<file path="src/rtl/axis_rr_arbiter_mux_pkg.sv">
// Shared types and helpers for the round-robin AXI4-Stream arbiter/mux family.
// The helpers work on a fixed 32-bit request space so a single function serves every channel count.
package axis_rr_arbiter_mux_pkg;

  localparam int unsigned MAX_CH    = 32;
  localparam int unsigned MAX_IDX_W = 5;

  typedef enum logic {
    IDLE = 1'b0,
    BUSY = 1'b1
  } arb_state_e;

  function automatic logic [MAX_IDX_W-1:0] onehot_to_idx(input logic [MAX_CH-1:0] onehot);
    logic [MAX_IDX_W-1:0] idx;
    idx = '0;
    for (int i = 0; i < MAX_CH; i++) begin
      if (onehot[i]) idx = idx | MAX_IDX_W'(i);
    end
    return idx;
  endfunction

  // Bits strictly above last_ptr: the requesters that outrank everyone else this round.
  function automatic logic [MAX_CH-1:0] rr_mask(input logic [MAX_IDX_W-1:0] last_ptr);
    return ~({MAX_CH{1'b1}} >> (MAX_IDX_W'(MAX_CH - 1) - last_ptr));
  endfunction

endpackage

</file>
<file path="src/rtl/axis_rr_arbiter.sv">
// Combinational rotating-priority arbiter: the first requester after last_ptr wins,
// wrapping modulo REQ_NUM.
module axis_rr_arbiter
  import axis_rr_arbiter_mux_pkg::*;
#(
  parameter  int unsigned REQ_NUM = 8,
  localparam int unsigned IDX_W   = $clog2(REQ_NUM)
) (
  input  logic [REQ_NUM-1:0] req,
  input  logic [IDX_W-1:0]   last_ptr,
  output logic [REQ_NUM-1:0] grant,
  output logic [IDX_W-1:0]   grant_idx,
  output logic               grant_vld
);

  logic [REQ_NUM-1:0] masked;
  logic [REQ_NUM-1:0] pick;

  always_comb begin
    masked    = req & REQ_NUM'(rr_mask(MAX_IDX_W'(last_ptr)));
    // Fall back to the unmasked set when nobody sits above the pointer (wrap-around).
    pick      = (|masked) ? masked : req;
    grant     = pick & (~pick + REQ_NUM'(1));
    grant_idx = IDX_W'(onehot_to_idx(MAX_CH'(grant)));
    grant_vld = |req;
  end

endmodule

</file>
<file path="src/rtl/axis_round_robin_arbiter_mux.sv">
// Packet-aware N:1 AXI4-Stream mux with an internal round-robin arbiter and a
// one-beat registered output stage.
module axis_round_robin_arbiter_mux
  import axis_rr_arbiter_mux_pkg::*;
#(
  parameter  int unsigned DATA_WIDTH  = 32,
  parameter  int unsigned CHANNEL_NUM = 8,
  parameter  int unsigned PACKET_MODE = 1,
  localparam int unsigned TKEEP_WIDTH = DATA_WIDTH / 8,
  localparam int unsigned IDX_W       = $clog2(CHANNEL_NUM)
) (
  input  logic                              clk_i,
  input  logic                              arst_n_i,
  input  logic [CHANNEL_NUM-1:0]            s_axis_tvalid,
  output logic [CHANNEL_NUM-1:0]            s_axis_tready,
  input  logic [CHANNEL_NUM*DATA_WIDTH-1:0] s_axis_tdata,
  input  logic [CHANNEL_NUM*TKEEP_WIDTH-1:0] s_axis_tkeep,
  input  logic [CHANNEL_NUM-1:0]            s_axis_tlast,
  output logic                              m_axis_tvalid,
  input  logic                              m_axis_tready,
  output logic [DATA_WIDTH-1:0]             m_axis_tdata,
  output logic [TKEEP_WIDTH-1:0]            m_axis_tkeep,
  output logic                              m_axis_tlast,
  output logic [CHANNEL_NUM-1:0]            grant_o,
  output logic                              busy_o
);

  // Handshake: a beat moves on any port only in a cycle where valid and ready are both
  // high at the rising edge; valid never waits on ready, and a stalled master payload holds.

  arb_state_e state_q, state_d;

  logic [CHANNEL_NUM-1:0] grant_q;
  logic [IDX_W-1:0]       grant_idx_q;
  logic [IDX_W-1:0]       last_ptr_q;

  logic [CHANNEL_NUM-1:0] arb_grant;
  logic [IDX_W-1:0]       arb_idx;
  logic                   arb_vld;

  logic                   out_vld_q;
  logic [DATA_WIDTH-1:0]  out_data_q;
  logic [TKEEP_WIDTH-1:0] out_keep_q;
  logic                   out_last_q;

  logic                   sel_valid;
  logic [DATA_WIDTH-1:0]  sel_data;
  logic [TKEEP_WIDTH-1:0] sel_keep;
  logic                   sel_last;

  logic out_free;
  logic load_grant;
  logic beat_acc;
  logic pkt_done;

  axis_rr_arbiter #(
    .REQ_NUM (CHANNEL_NUM)
  ) u_arbiter (
    .req       (s_axis_tvalid),
    .last_ptr  (last_ptr_q),
    .grant     (arb_grant),
    .grant_idx (arb_idx),
    .grant_vld (arb_vld)
  );

  // AND-OR mux driven by the registered one-hot grant.
  always_comb begin
    sel_valid = 1'b0;
    sel_data  = '0;
    sel_keep  = '0;
    sel_last  = 1'b0;
    for (int i = 0; i < CHANNEL_NUM; i++) begin
      sel_valid = sel_valid | (s_axis_tvalid[i] & grant_q[i]);
      sel_data  = sel_data | (s_axis_tdata[i*DATA_WIDTH +: DATA_WIDTH] & {DATA_WIDTH{grant_q[i]}});
      sel_keep  = sel_keep | (s_axis_tkeep[i*TKEEP_WIDTH +: TKEEP_WIDTH] & {TKEEP_WIDTH{grant_q[i]}});
      sel_last  = sel_last | (s_axis_tlast[i] & grant_q[i]);
    end
  end

  assign out_free = !out_vld_q || m_axis_tready;

  always_ff @(posedge clk_i or negedge arst_n_i) begin
    if (!arst_n_i) state_q <= IDLE;
    else           state_q <= state_d;
  end

  always_comb begin
    state_d       = state_q;
    s_axis_tready = '0;
    load_grant    = 1'b0;
    beat_acc      = 1'b0;
    pkt_done      = 1'b0;
    case (state_q)
      IDLE: begin
        if (arb_vld) begin
          load_grant = 1'b1;
          state_d    = BUSY;
        end
      end
      BUSY: begin
        s_axis_tready = grant_q & {CHANNEL_NUM{out_free}};
        beat_acc      = sel_valid && out_free;
        if (beat_acc && ((PACKET_MODE == 0) || sel_last)) begin
          pkt_done = 1'b1;
          state_d  = IDLE;
        end
      end
      default: state_d = IDLE;
    endcase
  end

  // Reset parks the pointer on the last channel so channel 0 wins the first round.
  always_ff @(posedge clk_i or negedge arst_n_i) begin
    if (!arst_n_i) begin
      grant_q     <= '0;
      grant_idx_q <= '0;
      last_ptr_q  <= IDX_W'(CHANNEL_NUM - 1);
    end else if (load_grant) begin
      grant_q     <= arb_grant;
      grant_idx_q <= arb_idx;
    end else if (pkt_done) begin
      grant_q     <= '0;
      last_ptr_q  <= grant_idx_q;
    end
  end

  always_ff @(posedge clk_i or negedge arst_n_i) begin
    if (!arst_n_i) begin
      out_vld_q  <= 1'b0;
      out_data_q <= '0;
      out_keep_q <= '0;
      out_last_q <= 1'b0;
    end else if (beat_acc) begin
      out_vld_q  <= 1'b1;
      out_data_q <= sel_data;
      out_keep_q <= sel_keep;
      out_last_q <= sel_last;
    end else if (m_axis_tready) begin
      out_vld_q  <= 1'b0;
    end
  end

  assign m_axis_tvalid = out_vld_q;
  assign m_axis_tdata  = out_data_q;
  assign m_axis_tkeep  = out_keep_q;
  assign m_axis_tlast  = out_last_q;
  assign grant_o       = grant_q;
  assign busy_o        = (state_q == BUSY);

  ready_onehot_a: assert property (@(posedge clk_i) disable iff (!arst_n_i)
    $onehot0(s_axis_tready));

  out_stable_a: assert property (@(posedge clk_i) disable iff (!arst_n_i)
    (m_axis_tvalid && !m_axis_tready) |=> (m_axis_tvalid && $stable(m_axis_tdata) &&
                                          $stable(m_axis_tkeep) && $stable(m_axis_tlast)));

endmodule

</file>
<file path="config.mk">
export PLATFORM = sky130hd
export DESIGN_NAME = axis_round_robin_arbiter_mux
export DESIGN_NICKNAME = d
export VERILOG_FILES = /design/src/rtl/axis_rr_arbiter_mux_pkg.sv /design/src/rtl/axis_rr_arbiter.sv /design/src/rtl/axis_round_robin_arbiter_mux.sv
export SDC_FILE = /design/constraint.sdc
export NUM_CORES = 1
export LEC_CHECK = 0
export ABC_CLOCK_PERIOD_IN_PS = 1900
export CAP_MARGIN = 30
export CORE_AREA = 2 2 139 141
export CTS_BUF_LIST = sky130_fd_sc_hd__clkbuf_16
export DETAILED_ROUTE_END_ITERATION = 8
export DIE_AREA = 0 0 141 143
export DONT_BUFFER_PORTS = 1
export GPL_TIMING_DRIVEN = 0
export SLEW_MARGIN = 5
export SYNTH_ARGS = -nofsm -noshare
export SYNTH_HDL_FRONTEND = slang
export SYNTH_SLANG_ARGS = --single-unit
</file>
<file path="constraint.sdc">
create_clock -name clk_i -period 1.9 [get_ports clk_i]
set_clock_uncertainty 0.2 [all_clocks]
set_input_delay 0.285 -clock clk_i [delete_from_list [all_inputs] [get_ports clk_i]]
set_output_delay 0.285 -clock clk_i [all_outputs]
set_load 0.01 [all_outputs]
</file>
==> key figures <==
Global routing
  • Grt ovf: 0
  • First-pass GRT wire length: 34000 um
  • Largest net degree at the start of global routing: 54
  • GRT Overall Usage: 24.2%
  • Vias in the first global route: 4715
  • Initial antenna violation count: 2

Timing
  • Final setup margin: -0.122 ns
  • Slew margin rel.: 65.9%
  • Worst-Margin Slew: 0.511 ns
  • Final setup TNS: -3.71 ns
  • Final setup viols: 52
  • Final critical-path share of the clock period: 106%
  • Final Hold Viols: 0
  • Fmax: 494 MHz
  • Final min period: 2.02 ns
  • Pins Over Slew Limit: 0
  • RSZ-0062 raised after global routing: true

Floorplan
  • Die footprint: 0.0202 sq mm
  • DIE HEIGHT: 143 um
  • Die Wd: 141 um
  • Starting Density: 20.9%
  • Total core area: 0.0186 sq mm
  • Num rows: 50
  • I/O pin count: 362

Routing
  • Initial DRC count: 518
  • Routed len/inst: 37.6 um
  • Antenna Nets Post-Route: 0
  • Drt pass-1 iters: 5
  • Via Count: 4797
  • DRC viols: 0
  • Vias per cell: 6.78
  • Routed WL: 26600 um

Critical path
  • FF-to-FF path depth: 7
  • WP data arrival: 2.01 ns
  • Worst r2r dst: grant_idx_q[1]$_DFFE_PN0P_
  • Worst EP required: 1.89 ns
  • Startpoint types: flip-flop
  • Crit path capture type: flip-flop
  • Critical Path Fanout Max: 7
  • Setup CP Type: flip-flop to flip-flop
  • R2R Setup Slk: -0.12 ns
  • Worst r2r src: last_ptr_q[1]$_DFFE_PN1P_

Yosys
  • Syn avg cell area: 9.39 sq um
  • Area contributors post-synth: dfrtp_1 (32%), a22oi_1 (15%), a22o_1 (9.0%)
  • Seq/Total Area, Yosys: 34.2%
  • Syn nets: 721
  • Largest area contributor in the netlist: dfrtp_1
  • Yosys warns: 0
  • #FFs+latches synth: 53
  • Post-synth EDFFs: 0
  • Yosys cell types: 46
  • Prevailing post-synth register cell: dfrtp_1
  • Ys async rst share: 100%
  • Synth Cell Area: 0.00389 sq mm
  • Synth top cells by count: a22oi_1 (80), dfrtp_1 (50), a22o_1 (40), a21o_1 (39), a31oi_1 (39)
  • Most frequent cell after synthesis: a22oi_1
  • Yosys top cell area share: 32.2%
  • Mapped Cells: 414

Status
  • Failing checks: negative setup slack
  • Status: finished, violations left

Clock tree
  • TritonCTS clock tree: built
  • CTS Buf Count: 5
  • Clk Latency, worst-skew pair: 0.31 ns
  • # clock sinks: 53
  • CTS Root Cell: clkbuf_16
  • Worst-path clk slew: 0.08 ns
  • H-tree levels: 2
  • Max clock buf depth: 2

Finish
  • Final #Nets: 778
  • Share of cells above drive strength 1: 35.4%
  • P&R area growth vs syn: 46.2%

Run
  • Max Cap Viol: 0

Placement
  • Post-DP HPWL: 19900 um
  • Pre-CTS WS: -1.22 ns
  • Gpl congestion: 0.815
  • Port bufs: 0

Hold path
  • End of the worst hold path: grant_idx_q[0]$_DFFE_PN0P_
  • Hold Path Stages: 2
  • Worst hold start: s_axis_tvalid[5]
  • Tightest Hold Check Type: primary input to flip-flop

Power
  • Pleak: 2.37 nW
  • Power per cell area: 411 mW/mm^2
  • Maximum vdd drop: 0.298 mV
## per-stage QoR
step | hold WS (ns) | instance area, sq um | cells | utilization [%] | power (mW)
finish | 0.0277 | 5680 | 708 | 30.6 | 2.34
global route | 0.0481 | 5680 | 707 | 30.6 | 2.40
CTS | 0.0174 | 5280 | 683 | 28.4 | 2.36
detailed placement | -0.209 | 4250 | 652 | 22.9 | 1.20
global placement | -0.209 | 4200 | 648 | 22.6 | 1.20
floorplan | -0.211 | 3910 | 414 | - | 1.19
## critical path, cell delays in order, from the launching register on
cell and delay, ns:
dfstp_2 0.56, buf_6 0.13, nor2_1 0.07, nand2_1 0.11, a221oi_1 0.10, o311a_1 0.36, a211oi_4 0.27, a31oi_1 0.10
## repair_timing
item                                    in CTS  in global routing
hold buffers                                 4                  0
cloned                                       0                  1
gates resized for setup                    155                 41
endpoints found under the setup margin      61                 60
hold endpoints to repair                    56                  0
pin swaps                                   11                  7
buffers inserted                            22                 22
## state kept, by name (all words and copies together), names as in the netlist
| register | count |
|---|---|
| busy_o | 1 |
| grant_idx_q | 3 |
| grant_o | 8 |
| last_ptr_q | 3 |
| m_axis_tdata | 32 |
| m_axis_tkeep | 4 |
| m_axis_tlast | 1 |
| m_axis_tvalid | 1 |
## logic make-up (layout without fill, tap and decap cells)
group | Yosys count | count (layout) | share of synthesized area (%)
AO/OA/AOI/OAI | 259 | 259 | 52.2
flip-flops | 53 | 53 | 34.2
buffers and inverters | 51 | 109 | 5.44
AND/OR/NAND/NOR | 46 | 46 | 6.76
multiplexers | 4 | 4 | 1.16
XOR/XNOR | 1 | 1 | 0.225
other | 0 | 2 | 0
## where the power goes
part	leakage, nW	internal [mW]	switching (mW)
sequential	0.711	1.13	0.000852
clock	0.0800	0.626	0.488
combinational	1.58	0.0379	0.0557
total	2.37	1.79	0.545
## cell usage in the layout (no fill, tap or decap), types with 2 or more instances in the layout
cell	netlist	layout
a22oi_1	80	75
dfrtp_1	50	42
a21o_1	39	39
a22o_1	40	39
buf_4	2	35
a31oi_1	39	32
a221oi_1	37	23
clkbuf_16	0	19
buf_12	0	15
a221oi_2	0	13
buf_6	1	10
nand2_1	9	9
clkbuf_2	0	8
and3_4	0	8
dfrtp_2	0	8
a31oi_2	0	7
clkbuf_8	0	6
nor2_1	6	5
a22oi_2	0	5
nor2b_1	4	4
nand2b_1	5	4
inv_1	4	4
a21oi_1	4	4
mux2_2	4	4
dlygate4sd3_1	0	3
dfstp_2	3	3
diode_2	0	2
nand4_1	2	2
nand3_2	0	2
o21ai_0	3	2
buf_2	4	2
clkbuf_4	0	2
a32o_1	2	2
o2bb2ai_1	2	2
## area by class of cell
type / instances / area, sq um
clock buffers: 5 / 125
inverters: 4 / 15.0
fillers: 1926 / 12900
repair buffers: 52 / 542
well taps: 234 / 293
plain buffers: 45 / 704
clock inverters: 3 / 46.3
diodes: 2 / 5.00
multi-input cells: 310 / 2610
flip-flops and latches: 53 / 1340
## layer usage
layer	part of all wire (%)	routed length [um]	track usage [%]
met1	38	10200	29.6
met2	46	12300	36.8
met3	11	3060	9.59
met4	3.8	1000	11.9
met5	0.30	80	3.01
## worst max-delay path by stage
| stage | start | end | slack, ns | cells past startpoint |
|---|---|---|---|---|
| floorplan | last_ptr_q[1]$_DFFE_PN1P_ | grant_o[4]$_DFFE_PN0P_ | -0.02 | 7 |
| global placement | grant_o[4]$_DFFE_PN0P_ | m_axis_tdata[28]$_DFFE_PN0P_ | -1.16 | 5 |
| detailed placement | grant_o[4]$_DFFE_PN0P_ | m_axis_tdata[28]$_DFFE_PN0P_ | -1.22 | 5 |
| CTS | grant_o[5]$_DFFE_PN0P_ | grant_o[3]$_DFFE_PN0P_ | -0.13 | 6 |
| global route | last_ptr_q[1]$_DFFE_PN1P_ | grant_o[5]$_DFFE_PN0P_ | -0.18 | 6 |
| finish | last_ptr_q[1]$_DFFE_PN1P_ | grant_idx_q[1]$_DFFE_PN0P_ | -0.12 | 7 |
Power figures use the tool's default switching activity.
